<file path="config.mk">
export PLATFORM = sky130hd
export DESIGN_NAME = sys_cmd_ctrl
export DESIGN_NICKNAME = d
export VERILOG_FILES = /design/src/rtl/sys_cmd_ctrl_pkg.sv /design/src/rtl/sys_cmd_ctrl_timeout_cnt.sv /design/src/rtl/sys_cmd_ctrl.sv
export SDC_FILE = /design/constraint.sdc
export NUM_CORES = 1
export LEC_CHECK = 0
export ABC_AREA = 0
export CORE_UTILIZATION = 49
export CTS_BUF_LIST = sky130_fd_sc_hd__clkbuf_4
export DETAILED_ROUTE_END_ITERATION = 8
export DONT_BUFFER_PORTS = 1
export PLACE_DENSITY = 0.71
export SLEW_MARGIN = 20
export SYNTH_ARGS = -nofsm -noshare
export SYNTH_HDL_FRONTEND = slang
export SYNTH_SLANG_ARGS = --single-unit
</file>
<file path="constraint.sdc">
create_clock -name CLK -period 4.6 [get_ports CLK]
set_input_delay 0.46 -clock CLK [delete_from_list [all_inputs] [get_ports CLK]]
set_output_delay 0.46 -clock CLK [all_outputs]
set_load 0.03 [all_outputs]
</file>
<file path="src/rtl/sys_cmd_ctrl_pkg.sv">
// rtl/sys_cmd_ctrl_pkg.sv - opcodes, operand addresses and FSM states for sys_cmd_ctrl
package sys_cmd_ctrl_pkg;

   localparam logic [7:0] CMD_WR     = 8'hAA;
   localparam logic [7:0] CMD_RD     = 8'hBB;
   localparam logic [7:0] CMD_ALU_OP = 8'hCC;
   localparam logic [7:0] CMD_ALU    = 8'hDD;

   localparam int OPA_ADDR = 0;
   localparam int OPB_ADDR = 1;

   typedef enum logic [3:0] {
      IDLE,
      WR_ADDR,
      WR_DATA,
      RD_ADDR,
      RD_WAIT,
      OPA,
      OPB,
      FUN,
      ALU_WAIT,
      TX_LO,
      TX_HI,
      RD_TX
   } state_e;

   // States that wait for the next frame byte from the host
   function automatic logic is_frame_state(state_e s);
      return s inside {WR_ADDR, WR_DATA, RD_ADDR, OPA, OPB, FUN};
   endfunction

endpackage

</file>
<file path="src/rtl/sys_cmd_ctrl_timeout_cnt.sv">
// rtl/sys_cmd_ctrl_timeout_cnt.sv - inter-byte timeout counter, built only with CMD_TIMEOUT_EN
`ifdef CMD_TIMEOUT_EN
module cmd_timeout_cnt #(
   parameter int LIMIT = 1024
) (
   input  logic CLK,
   input  logic RST,
   input  logic clr_i,
   input  logic run_i,
   output logic expired_o
);

   localparam int CW = $clog2(LIMIT + 1);

   logic [CW-1:0] cnt_q, cnt_d;

   always_comb begin
      cnt_d = cnt_q;
      if (clr_i || !run_i) begin
         cnt_d = '0;
      end else if (cnt_q != CW'(LIMIT)) begin
         cnt_d = cnt_q + 1'b1;
      end
   end

   always_ff @(posedge CLK or negedge RST) begin
      if (!RST) begin
         cnt_q <= '0;
      end else begin
         cnt_q <= cnt_d;
      end
   end

   assign expired_o = (cnt_q == CW'(LIMIT));

endmodule
`endif

</file>
<file path="src/rtl/sys_cmd_ctrl.sv">
// rtl/sys_cmd_ctrl.sv - UART command sequencer driving register file and ALU
// Optional inter-byte frame timeout: CMD_TIMEOUT_EN.
module sys_cmd_ctrl
   import sys_cmd_ctrl_pkg::*;
#(
   parameter int DATA_WIDTH     = 8,
   parameter int ADDR_WIDTH     = 4,
   parameter int ALU_FUN_WIDTH  = 4,
   parameter int ALU_OUT_WIDTH  = 16,
   parameter int TIMEOUT_CYCLES = 1024
) (
   input  logic                     CLK,
   input  logic                     RST,
   input  logic [DATA_WIDTH-1:0]    rx_data,
   input  logic                     rx_valid,
   output logic                     rf_wr_en,
   output logic                     rf_rd_en,
   output logic [ADDR_WIDTH-1:0]    rf_addr,
   output logic [DATA_WIDTH-1:0]    rf_wr_data,
   input  logic [DATA_WIDTH-1:0]    rf_rd_data,
   input  logic                     rf_rd_valid,
   input  logic                     rf_wr_done,
   output logic                     alu_en,
   output logic [ALU_FUN_WIDTH-1:0] alu_fun,
   input  logic [ALU_OUT_WIDTH-1:0] alu_out,
   input  logic                     alu_out_valid,
   output logic                     clk_gate_en,
   output logic [DATA_WIDTH-1:0]    tx_data,
   output logic                     tx_valid,
   input  logic                     tx_busy,
   output logic                     cmd_err
);

   state_e                   state_q, state_d;
   logic                     rf_wr_en_q, rf_wr_en_d;
   logic                     rf_rd_en_q, rf_rd_en_d;
   logic [ADDR_WIDTH-1:0]    rf_addr_q, rf_addr_d;
   logic [DATA_WIDTH-1:0]    rf_wr_data_q, rf_wr_data_d;
   logic                     alu_en_q, alu_en_d;
   logic [ALU_FUN_WIDTH-1:0] alu_fun_q, alu_fun_d;
   logic                     clk_gate_en_q, clk_gate_en_d;
   logic [DATA_WIDTH-1:0]    tx_data_q, tx_data_d;
   logic                     tx_valid_q, tx_valid_d;
   logic                     cmd_err_q, cmd_err_d;
   logic [DATA_WIDTH-1:0]    rd_q, rd_d;
   logic [ALU_OUT_WIDTH-1:0] res_q, res_d;
   logic                     unused_in;

`ifdef CMD_TIMEOUT_EN
   logic to_expired;

   cmd_timeout_cnt #(
      .LIMIT(TIMEOUT_CYCLES)
   ) u_timeout (
      .CLK      (CLK),
      .RST      (RST),
      .clr_i    (rx_valid),
      .run_i    (is_frame_state(state_q)),
      .expired_o(to_expired)
   );

   assign unused_in = rf_wr_done;
`else
   assign unused_in = rf_wr_done ^ (TIMEOUT_CYCLES == 0);
`endif

   always_comb begin
      state_d      = state_q;
      rf_wr_en_d   = 1'b0;
      rf_rd_en_d   = 1'b0;
      rf_addr_d    = rf_addr_q;
      rf_wr_data_d = rf_wr_data_q;
      alu_en_d     = 1'b0;
      alu_fun_d    = alu_fun_q;
      tx_valid_d   = 1'b0;
      tx_data_d    = tx_data_q;
      cmd_err_d    = 1'b0;
      rd_d         = rd_q;
      res_d        = res_q;

      case (state_q)
         IDLE: begin
            if (rx_valid) begin
               if (rx_data == DATA_WIDTH'(CMD_WR))          state_d = WR_ADDR;
               else if (rx_data == DATA_WIDTH'(CMD_RD))     state_d = RD_ADDR;
               else if (rx_data == DATA_WIDTH'(CMD_ALU_OP)) state_d = OPA;
               else if (rx_data == DATA_WIDTH'(CMD_ALU))    state_d = FUN;
               else                                         cmd_err_d = 1'b1;
            end
         end
         WR_ADDR: begin
            if (rx_valid) begin
               rf_addr_d = rx_data[ADDR_WIDTH-1:0];
               state_d   = WR_DATA;
            end
         end
         WR_DATA: begin
            if (rx_valid) begin
               rf_wr_en_d   = 1'b1;
               rf_wr_data_d = rx_data;
               state_d      = IDLE;
            end
         end
         RD_ADDR: begin
            if (rx_valid) begin
               rf_rd_en_d = 1'b1;
               rf_addr_d  = rx_data[ADDR_WIDTH-1:0];
               state_d    = RD_WAIT;
            end
         end
         RD_WAIT: begin
            if (rf_rd_valid) begin
               rd_d    = rf_rd_data;
               state_d = RD_TX;
            end
         end
         RD_TX: begin
            if (!tx_busy) begin
               tx_valid_d = 1'b1;
               tx_data_d  = rd_q;
               state_d    = IDLE;
            end
         end
         OPA: begin
            if (rx_valid) begin
               rf_wr_en_d   = 1'b1;
               rf_addr_d    = ADDR_WIDTH'(OPA_ADDR);
               rf_wr_data_d = rx_data;
               state_d      = OPB;
            end
         end
         OPB: begin
            if (rx_valid) begin
               rf_wr_en_d   = 1'b1;
               rf_addr_d    = ADDR_WIDTH'(OPB_ADDR);
               rf_wr_data_d = rx_data;
               state_d      = FUN;
            end
         end
         FUN: begin
            if (rx_valid) begin
               alu_fun_d = rx_data[ALU_FUN_WIDTH-1:0];
               alu_en_d  = 1'b1;
               state_d   = ALU_WAIT;
            end
         end
         ALU_WAIT: begin
            if (alu_out_valid) begin
               res_d   = alu_out;
               state_d = TX_LO;
            end
         end
         TX_LO: begin
            if (!tx_busy) begin
               tx_valid_d = 1'b1;
               tx_data_d  = res_q[DATA_WIDTH-1:0];
               state_d    = TX_HI;
            end
         end
         TX_HI: begin
            // The UART sees the low byte one cycle late; skip that cycle so pulses never merge
            if (!tx_busy && !tx_valid_q) begin
               tx_valid_d = 1'b1;
               tx_data_d  = res_q[ALU_OUT_WIDTH-1 -: DATA_WIDTH];
               state_d    = IDLE;
            end
         end
         default: state_d = IDLE;
      endcase

`ifdef CMD_TIMEOUT_EN
      if (to_expired && !rx_valid) begin
         state_d   = IDLE;
         cmd_err_d = 1'b1;
      end
`endif

      clk_gate_en_d = state_d inside {FUN, ALU_WAIT, TX_LO, TX_HI};
   end

   always_ff @(posedge CLK or negedge RST) begin
      if (!RST) begin
         state_q       <= IDLE;
         rf_wr_en_q    <= 1'b0;
         rf_rd_en_q    <= 1'b0;
         rf_addr_q     <= '0;
         rf_wr_data_q  <= '0;
         alu_en_q      <= 1'b0;
         alu_fun_q     <= '0;
         clk_gate_en_q <= 1'b0;
         tx_data_q     <= '0;
         tx_valid_q    <= 1'b0;
         cmd_err_q     <= 1'b0;
         rd_q          <= '0;
         res_q         <= '0;
      end else begin
         state_q       <= state_d;
         rf_wr_en_q    <= rf_wr_en_d;
         rf_rd_en_q    <= rf_rd_en_d;
         rf_addr_q     <= rf_addr_d;
         rf_wr_data_q  <= rf_wr_data_d;
         alu_en_q      <= alu_en_d;
         alu_fun_q     <= alu_fun_d;
         clk_gate_en_q <= clk_gate_en_d;
         tx_data_q     <= tx_data_d;
         tx_valid_q    <= tx_valid_d;
         cmd_err_q     <= cmd_err_d;
         rd_q          <= rd_d;
         res_q         <= res_d;
      end
   end

   assign rf_wr_en    = rf_wr_en_q;
   assign rf_rd_en    = rf_rd_en_q;
   assign rf_addr     = rf_addr_q;
   assign rf_wr_data  = rf_wr_data_q;
   assign alu_en      = alu_en_q;
   assign alu_fun     = alu_fun_q;
   assign clk_gate_en = clk_gate_en_q;
   assign tx_data     = tx_data_q;
   assign tx_valid    = tx_valid_q;
   assign cmd_err     = cmd_err_q;

endmodule

</file>
==> results.py, run 1 <==
metrics = {
    "cells_and_area": {
        "multi_input_comb_area_um2": 1260,
        "fin_area_um2": 3030,
        "num_antenna_cells": 0,
        "layout_common_cells": "dfrtp_1 (58), mux2_2 (36), nor2_1 (14)",
        "finalNetCount": 286,
        "final_common_cell": "dfrtp_1",
        "final-seq-area_um2": 1450,
        "drive_gt1_share_pct": 23.0,
        "fill_cells": 493,
        "syn2layout_area_growth_pct": 6.52,
    },
    "grt": {
        "use_met3_pct": 8.95,
        "grt_pass1_vias": 1885,
        "grt_use_met2_pct": 32.2,
        "grt_use_met1_pct": 26.3,
        "grt_max_degree": 59,
        "grt_use_total_pct": 21.2,
        "antenna_found_initial": 0,
        "grt-ovfl-total": 0,
        "grt_pass1_wl_um": 9700,
        "grt_busiest_layer": "met2",
    },
    "pwr": {
        "p_per_area_nw_per_um2": 712,
        "irDropWorstVdd_v": 0.000322,
        "p_leak_nw": 1.33,
    },
    "floorplan": {
        "rows": 27,
        "die_x_um": 78.1,
        "fp.dieH_um": 78.1,
        "start_util_pct": 51.3,
        "io_pins": 69,
        "core_area_um2": 5540,
        "die_area_um2": 6110,
    },
    "timing": {
        "max_freq_mhz": 401,
        "finalSetupViolations": 0,
        "finalHoldViolCount": 0,
        "timing.final.crit_share_pct": 54.3,
        "fin_skew_ps": 10.2,
        "maxSlewViolCount": 0,
        "finalCriticalPeriod_ps": 2500,
        "finalSetupTns_ps": 0,
        "worst_pin_slew_ps": 1010,
        "rsz0062_at_grt": "false",
        "max_slew_margin_pct": 32.6,
        "fin_hold_ws_ps": 198,
    },
    "placed_design": {
        "globalplace.congestion": 0.799,
        "io_buffers": 0,
        "dp_hpwl_um": 3810,
        "placed_area_um2": 2860,
    },
    "drt": {
        "route.vias.total": 1922,
        "drtIter0Drc": 149,
        "via_per_inst": 5.93,
        "final_antenna_net_count": 0,
        "wl_per_cell_um": 17.6,
        "drtPass1Iterations": 4,
        "drcViolationCount": 0,
        "wl_um": 5700,
    },
    "critical_path": {
        "r2r_cells": 5,
        "r2r-end": "clk_gate_en$_DFF_PN0_",
        "startpoint_type": "flip-flop",
        "end_kind": "flip-flop",
        "cp.arrival_ps": 2780,
        "rrSetupSlack_ps": 2100,
        "cp.required_ps": 4880,
        "critical_path_class": "flip-flop to flip-flop",
        "timing.rr.start": "state_q[0]$_DFF_PN0_",
        "crit_fanout": 28,
    },
    "logic_synthesis": {
        "ys.flop_type": "dfrtp_1",
        "avgSynthCellArea_um2": 11.5,
        "async_flop_share_pct": 100,
        "ys_ff_latch": 58,
        "syn_area_um2": 2840,
        "yosysWarnings": 0,
        "synth-seq-area-share_pct": 51.1,
        "synthCells": 248,
        "synth-edff-count": 0,
        "synth_cell_types": 45,
        "syn_nets": 287,
    },
    "clock_network": {
        "clk_latency_ps": 400,
        "root_buffer": "clkbuf_4",
        "htreeDepth": 3,
        "cts_tree": "done",
        "path_clk_slew_ps": 100,
        "numCtsBuffers": 9,
        "clk_path_buf_depth": 2,
        "cts.sinks": 58,
    },
    "hold_path": {
        "holdPathEnd": "rf_wr_data[7]$_DFFE_PN0P_",
        "hp-class": "primary input to flip-flop",
        "hold_path_startpoint": "rx_data[7]",
        "whs_path_depth": 1,
    },
    "run": {
        "cap_violations": 0,
    },
    "status": {
        "status": "finished clean",
    },
}
==> logic make-up (layout without fill, tap and decap cells) <==
group / after synthesis / in the layout / synth area share [%]
muxes: 40 / 40 / 15.8
buffers and inverters: 27 / 31 / 4.45
xor gates and xnor gates: 2 / 2 / 0.617
and+or+nand+nor: 68 / 68 / 13.9
DFF: 58 / 58 / 51.1
AOI/OAI and AO/OA: 53 / 53 / 14.1
==> sequential cells by signal, indices dropped and copies added (netlist names), 4 cells and up <==
signal,flops
rf_addr,4
rf_wr_data,8
state_q,4
tx_data,8
res_q,16
rd_q,8
alu_fun,4
==> worst max-delay path, cell delays in order (launching register included) <==
cell and delay (ps):
dfrtp_1 810, buf_4 390, or2b_1 140, a311oi_1 80
or4b_4 590, a311o_1 360
==> per-layer routing <==
layer  wire length (µm)  vias to the layer above
li1                   -                      908
met4                125                        0
met2               2740                       78
met1               2360                      924
met5                  0                        -
met3                472                       12
==> Yosys cell counts, types with 2 or more instances <==
| library cell | number | area share (%) |
|---|---|---|
| dfrtp_1 | 58 | 51 |
| buf_6 | 2 | 0.79 |
| inv_1 | 11 | 1.5 |
| buf_1 | 2 | 0.26 |
| or2b_1 | 2 | 0.53 |
| and2_1 | 2 | 0.44 |
| clkbuf_1 | 8 | 1.1 |
| a221o_1 | 2 | 0.70 |
| nand2_1 | 13 | 1.7 |
| xor2_1 | 2 | 0.62 |
| nor2b_1 | 7 | 1.5 |
| mux2_1 | 3 | 1.2 |
| o311a_1 | 8 | 2.8 |
| a21oi_1 | 5 | 0.88 |
| o21ai_0 | 9 | 1.6 |
| nand2b_1 | 13 | 2.9 |
| nand3b_1 | 3 | 0.79 |
| buf_4 | 2 | 0.53 |
| nor2_1 | 14 | 1.9 |
| nand3_1 | 3 | 0.53 |
| a311oi_1 | 9 | 2.8 |
| o22ai_1 | 9 | 2.0 |
| or4bb_1 | 3 | 1.2 |
| mux2_2 | 36 | 14 |
| buf_2 | 2 | 0.35 |
==> worst max-delay path by stage <==
stage / end / start / slack, ps
floorplan: clk_gate_en$_DFF_PN0_ / state_q[3]$_DFF_PN0_ / 2760
global placement: clk_gate_en$_DFF_PN0_ / state_q[0]$_DFF_PN0_ / 2150
detailed placement: clk_gate_en$_DFF_PN0_ / state_q[0]$_DFF_PN0_ / 2140
CTS: clk_gate_en$_DFF_PN0_ / state_q[0]$_DFF_PN0_ / 2120
global route: res_q[15]$_DFFE_PN0P_ / state_q[1]$_DFF_PN0_ / 1950
finish: clk_gate_en$_DFF_PN0_ / state_q[0]$_DFF_PN0_ / 2100
==> what timing repair did <==
item | 4_1_cts | 5_1_grt
buffers inserted | 0 | 0
hold endpoints to repair | 58 | 0
resized for setup | 0 | 0
hold buffers | 2 | 0
==> metrics by stage <==
stage          power [mW]  utilization [%]  cells  worst slack, ps
2_1_floorplan        1.69                -    248             2760
3_3_place_gp         1.77             51.5    305             2150
3_5_place_dp         1.82             51.6    306             2140
4_1_cts              2.18             54.6    324             2120
5_1_grt              2.31             54.6    324             1950
6_report             2.15             54.6    324             2100
==> power by group <==
group          total (mW)  switching (mW)  internal, mW
logic               0.607           0.259         0.349
clock network       0.345           0.186         0.159
registers            1.20           0.465         0.737
==> cell type report <==
cell class	instances	area share, %
Sequential cell	58	48.0
Multi-Input combinational cell	163	41.7
Tap cell	72	2.98
Clock buffer	9	2.23
Clock inverter	7	1.99
Timing Repair Buffer	4	1.74
Inverter	11	1.36
No activity file was read; power rests on OpenSTA's default activity.
==> run 2, diff against run 1 <==
ABC_AREA = 1   (was 0)
clock period = 2.4 ns   (was 4.6 ns; I/O delays follow)
==> run 2 against run 1 <==
  * Cell count rose by 20%
  * Design area grew 6.7%
  * Clock skew is 8.5 ps higher
==> results.py, run 2 <==
metrics = {
    "status": {
        "status": "finished clean",
    },
    "critical_path": {
        "crit_fanout": 19,
        "end_kind": "flip-flop",
        "cp.arrival_ps": 2370,
        "r2r_cells": 8,
        "cp.required_ps": 2710,
        "cpMaxStageDelayCell": "dlygate4sd3_1",
        "critical_path_class": "flip-flop to flip-flop",
        "cp_cell_sequence": "inv_1, nand2_2, nor2_4, nand2_4, nand3_1, a21oi_1, nand2_1, dlygate4sd3_1",
        "startpoint_type": "flip-flop",
        "cp_slowest_stage_delay_ps": 570,
    },
    "pwr": {
        "comb_power_share_pct": 22.9,
        "intPower_mw": 1.90,
        "p_seq_share_pct": 58.9,
        "p_sw_share_pct": 41.3,
        "p_leak_nw": 1.55,
        "p_per_area_nw_per_um2": 1010,
        "irDropWorstVdd_v": 0.000585,
        "p_sw_mw": 1.34,
        "pwr-share-clk_pct": 18.2,
    },
    "timing": {
        "finalCriticalPeriod_ps": 2060,
        "finalSetupTns_ps": 0,
        "max_slew_margin_pct": 67.4,
        "fin_skew_ps": 18.7,
        "timing.final.crit_share_pct": 86.0,
        "finalHoldViolCount": 0,
        "finalSetupViolations": 0,
        "max_freq_mhz": 485,
        "worst_pin_slew_ps": 487,
        "rsz0062_at_grt": "false",
        "maxSlewViolCount": 0,
    },
    "drt": {
        "drcViolationCount": 0,
        "drtIter0Drc": 171,
        "via_per_inst": 5.38,
        "route.vias.total": 2092,
        "wl_per_cell_um": 15.5,
        "wl_um": 6020,
        "final_antenna_net_count": 0,
        "drtPass1Iterations": 6,
    },
    "logic_synthesis": {
        "synthXorXnorAreaFrac_pct": 0,
        "yosysWarnings": 0,
        "synthCells": 271,
        "syn_area_um2": 2690,
        "ys.flop_type": "dfrtp_1",
        "async_flop_share_pct": 100,
        "synth-compound-area-share_pct": 8.42,
        "synth_top_family_by_area": "simple AND/OR/NAND/NOR gates",
        "synth_most_common_cell": "nand2_1",
        "synth-edff-count": 0,
        "ys_ff_latch": 58,
        "synth-simple-area-share_pct": 23.8,
        "synth_fa_ha_area_share_pct": 0,
        "synthTopCellsByCount": "nand2_1 (76), dfrtp_1 (58), nor2_1 (26), mux2_2 (24)",
        "synth-seq-area-share_pct": 54.0,
        "syn_nets": 310,
        "avgSynthCellArea_um2": 9.93,
        "synth_area_leaders": "dfrtp_1 (54%), nand2_1 (11%), mux2_2 (10%), nor2_1 (3.6%), nand3_1 (2.4%)",
        "synth_top_area_share_pct": 54.0,
        "muxShareOfSynthArea_pct": 10.0,
        "synth_cell_types": 28,
        "synth.largest_area_cell": "dfrtp_1",
    },
    "cells_and_area": {
        "largest-register": "res_q",
        "largest_reg_flops": 16,
        "finalNetCount": 353,
        "final_common_cell": "nand2_1",
        "fill_cells": 457,
        "layout_common_cells": "nand2_1 (76), dfrtp_1 (58), dlygate4sd3_1 (34)",
        "num_antenna_cells": 0,
        "syn2layout_area_growth_pct": 20.0,
        "fin_area_um2": 3230,
        "drive_gt1_share_pct": 21.3,
    },
    "floorplan": {
        "core_area_um2": 5200,
        "fp.dieH_um": 76.1,
        "io_pins": 69,
        "die_x_um": 76.1,
        "die_area_um2": 5790,
        "rows": 26,
        "start_util_pct": 51.7,
    },
    "clock_network": {
        "post_cts_resized": 0,
        "clk_path_buf_depth": 2,
        "root_buffer": "clkbuf_4",
        "htreeDepth": 3,
        "clk_latency_ps": 410,
        "post-cts-setup-buffers": 0,
        "cts.sinks": 58,
        "path_clk_slew_ps": 100,
        "numCtsBuffers": 9,
        "cts_tree": "done",
    },
    "hold_path": {
        "whs_path_depth": 2,
        "hp-class": "primary input to flip-flop",
    },
    "placed_design": {
        "placed_area_um2": 2750,
        "io_buffers": 0,
        "globalplace.congestion": 0.840,
        "dp_hpwl_um": 3820,
    },
    "grt": {
        "grt_max_degree": 59,
        "grt_use_total_pct": 23.0,
        "grt_pass1_vias": 2050,
        "antenna_found_initial": 0,
        "grt-ovfl-total": 0,
        "grt_pass1_wl_um": 10200,
    },
    "run": {
        "cap_violations": 0,
    },
}
run 2: path summary, 6_finish.rpt:
path                       slack, ps                 start                   endpoint
max                              340  state_q[1]$_DFF_PN0_       state_q[0]$_DFF_PN0_
min                               20            rx_data[2]  rf_wr_data[2]$_DFFE_PN0P_
max reg2reg                      340  state_q[1]$_DFF_PN0_       state_q[0]$_DFF_PN0_
min reg2reg                      510  res_q[9]$_DFFE_PN0P_       res_q[9]$_DFFE_PN0P_
max in group asynchronous       1790                   RST      res_q[13]$_DFFE_PN0P_
min in group asynchronous        370                   RST          cmd_err$_DFF_PN0_
run 2: kinds of logic (layout without fill, tap and decap cells):
group,Yosys count,in the layout
compound gates,30,30
flops,58,58
buf+inv,22,70
simple gates,137,137
mux,24,24
run 2: final cells by class:
type / instances / area (µm²) / area share, %
flip-flops and latches: 58 / 1450 / 45.0
multi-input cells: 191 / 1140 / 35.2
clock inverters: 4 / 18.8 / 0.582
clock buffers: 12 / 90.1 / 2.79
inverters: 19 / 73.8 / 2.29
repair buffers: 35 / 368 / 11.4
well taps: 70 / 87.6 / 2.71
run 2: power by group through the flow:
stage	Clock, mW	Combinational, mW	Sequential [mW]
floorplan	0	0.575	1.86
global placement	0	0.628	1.92
detailed placement	0	0.662	1.93
CTS	0.606	0.741	1.91
global route	0.638	0.833	1.95
finish	0.589	0.744	1.91
run 2: timing repair:
action	4_1_cts	5_1_grt
endpoints found under the setup margin	0	0
hold buffers	35	0
hold endpoints to repair	95	0
run 2: per-layer routing:
| metal | part of all wire [%] | track usage (%) | up-vias |
|---|---|---|---|
| li1 | - | - | 990 |
| met1 | 40 | 25.9 | 975 |
| met2 | 48 | 38.5 | 113 |
| met3 | 9.6 | 8.98 | 14 |
| met4 | 2.3 | 10.0 | 0 |
| met5 | 0 | 0 | - |
run 2: per-stage QoR:
stage               hold slack (ps)  cells  setup WS, ps  power [mW]  utilization, %
floorplan                     -55.6    271           953        2.43               -
global placement              -54.4    338           731        2.55            52.8
detailed placement            -54.5    338           635        2.59            52.8
CTS                            10.4    389           382        3.25            62.0
global route                   12.5    389           235        3.43            62.0
finish                         16.8    389           337        3.25            62.0
run 2: critical path: cells and delay by family, from the launching register on:
kind	cells	cell delay, ps
AND/OR/NAND/NOR	5	620
buffers and inverters	2	710
flip-flops	1	510
AO/OA/AOI/OAI	1	130
